<file path="config.mk">
export PLATFORM = sky130hd
export DESIGN_NAME = conf_spi_regfile
export DESIGN_NICKNAME = d
export VERILOG_FILES = /design/src/rtl/conf_spi_regfile.sv
export SDC_FILE = /design/constraint.sdc
export NUM_CORES = 1
export LEC_CHECK = 0
export ABC_AREA = 1
export BUFFER_PORTS_ARGS = -buffer_cell sky130_fd_sc_hd__clkbuf_2
export CAP_MARGIN = 10
export CORE_AREA = 3 3 85 108
export CTS_CLUSTER_DIAMETER = 100
export CTS_CLUSTER_SIZE = 25
export DETAILED_ROUTE_END_ITERATION = 10
export DIE_AREA = 0 0 88 111
export GPL_TIMING_DRIVEN = 0
export PLACE_DENSITY_LB_ADDON = 0.1
export SYNTH_ARGS = -nofsm -noshare
export SYNTH_HDL_FRONTEND = slang
export SYNTH_SLANG_ARGS = --single-unit
export TNS_END_PERCENT = 20
</file>
<file path="constraint.sdc">
create_clock -name ck_1356meg -period 1.9 [get_ports ck_1356meg]
set_input_delay 0.38 -clock ck_1356meg [delete_from_list [all_inputs] [get_ports ck_1356meg]]
set_output_delay 0.38 -clock ck_1356meg [all_outputs]
set_load 0.02 [all_outputs]
</file>
<file path="src/rtl/conf_spi_regfile.sv">
// SPI configuration receiver: oversamples the ARM SPI link, decodes fixed-length frames
// into shadow registers and transfers them to the active outputs on glitch-safe cycles.
module conf_spi_regfile #(
    parameter int DW         = 8,
    parameter int NREGS      = 4,
    parameter int FRAME_BITS = 16
) (
    input  logic                ck_1356meg,
    input  logic                nrst,
    input  logic                spck,
    input  logic                ncs,
    input  logic                mosi,
    output logic                miso,
    input  logic                commit_ok,
    output logic [NREGS*DW-1:0] conf_regs,
    output logic                conf_update,
    output logic                frame_err
);

    localparam int CW = $clog2(FRAME_BITS + 2);
    localparam int PW = (NREGS > 1) ? $clog2(NREGS) : 1;

    logic [2:0]            spck_p;
    logic [2:0]            ncs_p;
    logic [1:0]            mosi_p;
    logic                  spck_rise, spck_fall, ncs_rise, ncs_fall, ncs_s, mosi_s;

    logic [FRAME_BITS-1:0] rx_shift;
    logic [FRAME_BITS-1:0] tx_shift;
    logic [CW-1:0]         bit_cnt;
    logic                  frame_active;

    logic [DW-1:0]         shadow [NREGS];
    logic [DW-1:0]         active [NREGS];
    logic [NREGS-1:0]      pending;
    logic [PW-1:0]         rd_ptr;

    logic [3:0]            opcode, index;
    logic [DW-1:0]         wr_data;
    logic                  len_ok, idx_ok, do_write, do_read, do_err, do_commit;
    logic [NREGS-1:0]      wr_mask;

    // ncs synchroniser resets low so a frame already in flight at reset release never
    // produces a falling edge; frame_active then keeps its trailing rise from decoding.
    always_ff @(posedge ck_1356meg or negedge nrst) begin
        if (!nrst) begin
            spck_p <= '0;
            ncs_p  <= '0;
            mosi_p <= '0;
        end else begin
            spck_p <= {spck_p[1:0], spck};
            ncs_p  <= {ncs_p[1:0], ncs};
            mosi_p <= {mosi_p[0], mosi};
        end
    end

    assign ncs_s     = ncs_p[1];
    assign mosi_s    = mosi_p[1];
    assign spck_rise = spck_p[1] & ~spck_p[2];
    assign spck_fall = ~spck_p[1] & spck_p[2];
    assign ncs_rise  = ncs_p[1] & ~ncs_p[2];
    assign ncs_fall  = ~ncs_p[1] & ncs_p[2];

    assign opcode  = rx_shift[FRAME_BITS-1 -: 4];
    assign index   = rx_shift[FRAME_BITS-5 -: 4];
    assign wr_data = rx_shift[DW-1:0];

    always_comb begin
        len_ok   = (bit_cnt == CW'(FRAME_BITS));
        idx_ok   = ({28'd0, index} < 32'(NREGS));
        do_write = 1'b0;
        do_read  = 1'b0;
        do_err   = 1'b0;
        wr_mask  = '0;
        if (ncs_rise && frame_active) begin
            if (len_ok && idx_ok && opcode == 4'b0001) begin
                do_write = 1'b1;
                wr_mask  = NREGS'(1) << index;
            end else if (len_ok && idx_ok && opcode == 4'b1000) begin
                do_read = 1'b1;
            end else begin
                do_err = 1'b1;
            end
        end
        do_commit = commit_ok && (pending != '0);
    end

    always_ff @(posedge ck_1356meg or negedge nrst) begin
        if (!nrst) begin
            rx_shift     <= '0;
            bit_cnt      <= '0;
            frame_active <= 1'b0;
        end else begin
            if (spck_rise && !ncs_s)
                rx_shift <= {rx_shift[FRAME_BITS-2:0], mosi_s};
            if (ncs_fall)
                bit_cnt <= '0;
            else if (spck_rise && !ncs_s && bit_cnt != CW'(FRAME_BITS + 1))
                bit_cnt <= bit_cnt + 1'b1;
            if (ncs_fall)
                frame_active <= 1'b1;
            else if (ncs_rise)
                frame_active <= 1'b0;
        end
    end

    // A write decoded in a commit cycle lands in pending only, never straight in active.
    always_ff @(posedge ck_1356meg or negedge nrst) begin
        if (!nrst) begin
            for (int i = 0; i < NREGS; i++) begin
                shadow[i] <= '0;
                active[i] <= '0;
            end
            pending     <= '0;
            rd_ptr      <= '0;
            conf_update <= 1'b0;
            frame_err   <= 1'b0;
        end else begin
            for (int i = 0; i < NREGS; i++) begin
                if (wr_mask[i])
                    shadow[i] <= wr_data;
                if (do_commit && pending[i])
                    active[i] <= shadow[i];
            end
            pending     <= (do_commit ? '0 : pending) | wr_mask;
            if (do_read)
                rd_ptr <= index[PW-1:0];
            conf_update <= do_commit;
            frame_err   <= do_err;
        end
    end

    always_ff @(posedge ck_1356meg or negedge nrst) begin
        if (!nrst)
            tx_shift <= '0;
        else if (ncs_fall)
            tx_shift <= {active[rd_ptr], {(FRAME_BITS-DW){1'b0}}};
        else if (spck_fall && !ncs_s)
            tx_shift <= {tx_shift[FRAME_BITS-2:0], 1'b0};
    end

    assign miso = ~ncs_s & tx_shift[FRAME_BITS-1];

    always_comb begin
        conf_regs = '0;
        for (int i = 0; i < NREGS; i++)
            conf_regs[i*DW +: DW] = active[i];
    end

endmodule
</file>
==> metrics.txt <==
# nets final 586; DP Cell Count 659; final wirelength 10.6 mm; vias in the first global route 3461; post-route setup TNS 0 ps; largest family of logic cells by synthesized area simple AND/OR/NAND/NOR gates; leak pwr 0.00281 µW; final cell count without fillers 676; worst-path cell chain ha_1 > nand2_1 > nor3_4 > clkbuf_4 > nand4_1 > nand2_1; simple-gate share of the synthesized area 0.313; power per cell area 813 mW/mm²; first-pass GRT wire length 17.7 mm; # fillers 703; status completed; DR vias 3681; Std-Cell Rows 37; number of flops mapped to enable cells by yosys 0; library cells used by synthesis 22; GRT Total Usage 0.234; Detailed Route Iter0 Violations 250; Ports 41; adder-cell area share of the yosys netlist 0.0132; Initial Util 0.579; # hold bufs at CTS 0; Die ar. 0.00977 mm²; clk_skew 8.98 ps; die width 88 µm; Final ANT Viol Nets 0; Worst Reg-to-Reg Cells 6; clk slew on worst S/H paths 100 ps; leading cell types in the layout, fill and taps excluded nand2_1, dfrtp_1, nand3_1, clkbuf_2, nand4_1; share of cells above drive strength 1 0.152; Avg Cell Area, Syn 9.09 µm²; Synth-to-Final Area Change 11.5%; Final Max Tran Viols 0; most common cell after layout, fill and taps aside nand2_1; Placer Congestion 0.858; Sequential Area 0.00275 mm²; crit path max fanout 10; detailed-router iteration count before antenna repair 4; Slew HR 0.441; synthesized instance count 522; initial antenna violation count 0; PortBufs 40; mean routed wirelength per cell 15.6 µm; fin crit period 1820 ps; R2R setup slack 80 ps; CTS tree built; critical path's slowest cell dfrtp_1; Setup crit end kind flip-flop; largest net degree at the start of global routing 111; clk buf depth 2; die height 111 µm; CTS H-Tree Depth 3; Num CTS Buffers 9; Final period util 0.957; Final setup viols 0; FFs w/ async S/R, synth 1.00; DR vias/cell 5.45; Synth Cell Area 0.00474 mm²; prevailing post-synth register cell dfrtp_1; GRT overflow 0; Hold Path Class primary input to async pin; Mapped Nets 533; fmax 0.550 GHz; maximum vdd drop 0.457 mV; Seq/Total Area, Yosys 0.580; slowest stage delay, CP 460 ps; Slew @ Worst Pin 839 ps; Multi-input gate area 0.00178 mm²; root buffer cell clkbuf_8; CP startpoint kind flip-flop; CP Data Required Time 2210 ps; Ant. Diodes 0; mux contribution to synthesized area 0.0190; DP Wirelength 7.79 mm; Clk Latency, worst-skew pair 360 ps; core area 0.00819 mm²; Post-Synth XOR/XNOR Area 0.00554; most used cell, CP nand2_1; Sink Count 110; final hold violations 0; Max Cap Violations 0; critical path type flip-flop to flip-flop; yosys warns 0; Compound-Gate Fraction of Synth Area 0.0240; crit path DAT 2130 ps; Yosys reg bits 110; RSZ-0062 raised after global routing no; # DRC 0; Final Core Density 0.646
## metrics by stage
stage	cell area, µm²	worst slack (ps)	hold slack, ps	power (µW)
5_1_grt	5290	3.61	102	4500
6_report	5290	82.0	102	4300
4_1_cts	5270	107	103	4330
3_5_place_dp	5070	134	341	2930
3_3_place_gp	5070	-1020	335	2910
2_1_floorplan	4740	447	84.4	2780
## sequential cells by signal, summed over array words and instances (netlist names), 2 cells and up
name	flops
conf_regs	32
tx_shift	8
ncs_p	3
spck_p	3
bit_cnt	5
rx_shift	16
mosi_p	2
shadow	32
pending	4
rd_ptr	2
## final timing paths
| check | to | start |
|---|---|---|
| min in group ck_1356meg | ncs_p[0] | ncs |
| hold reg to reg | ncs_p[1] | ncs_p[0] |
| setup reg to reg | shadow[29] | ncs_p[1] |
| hold / removal | tx_shift[14] | nrst |
| setup / recovery | shadow[29] | ncs_p[1] |
| max in group asynchronous | shadow[21] | nrst |
## timing repair
| item | CTS | global route |
|---|---|---|
| setup buffers | 0 | 2 |
| gates resized for setup | 0 | 1 |
| endpoints found under the setup margin | 0 | 2 |
## metal layers
layer  routed length (µm)  up-vias  GRT usage
met3                  354       18     0.0245
met5                    0        -          0
li1                     -     1826          -
met2                 5140       78      0.369
met1                 4800     1759      0.328
met4                  283        0     0.0952
## logic make-up (layout without fill, tap and decap cells)
family	after synthesis	after routing
buffers and inverters	47	104
adder cells (fa/ha/maj)	5	5
AO/OA/AOI/OAI	18	18
flip-flops	110	110
multiplexers	8	8
XOR/XNOR	3	3
AND/OR/NAND/NOR	331	331
## power by group
part	switching, µW	leakage [µW]	internal (µW)
sequential	135	0.00151	2430
clock	739	0.000102	676
combinational	229	0.00120	96.3
## cells in the mapped netlist, types with 2 or more instances
library cell	n	area [µm²]
buf_6	3	33.8
clkbuf_1	8	30.0
buf_2	8	40.0
nor3_1	3	15.0
o211ai_1	7	52.6
nor3_4	2	32.5
nor2_2	3	18.8
nand4_1	34	213
xor2_1	3	26.3
nand3_1	67	335
nand3_2	5	50.1
inv_1	26	97.6
nor2_1	6	22.5
dfrtp_1	110	2750
o21ai_0	10	50.1
nand2_1	210	788
mux2_2	8	90.1
ha_1	5	62.6
## critical path: cells and delay by family (launching register included)
| kind | cells | cell delay, ps |
|---|---|---|
| simple gates | 4 | 840 |
| flops | 1 | 460 |
| buf+inv | 1 | 270 |
| fa+ha+maj | 1 | 190 |
## final cells by class
class | count | share of cell area
sequential | 110 | 0.520
multi-input combinational | 365 | 0.336
timing repair buffer | 42 | 0.0423
clock buffer | 12 | 0.0293
tap | 97 | 0.0229
buffer | 21 | 0.0222
inverter | 26 | 0.0184
clock inverter | 3 | 0.00828
No activity file was read; power rests on OpenSTA's default activity.
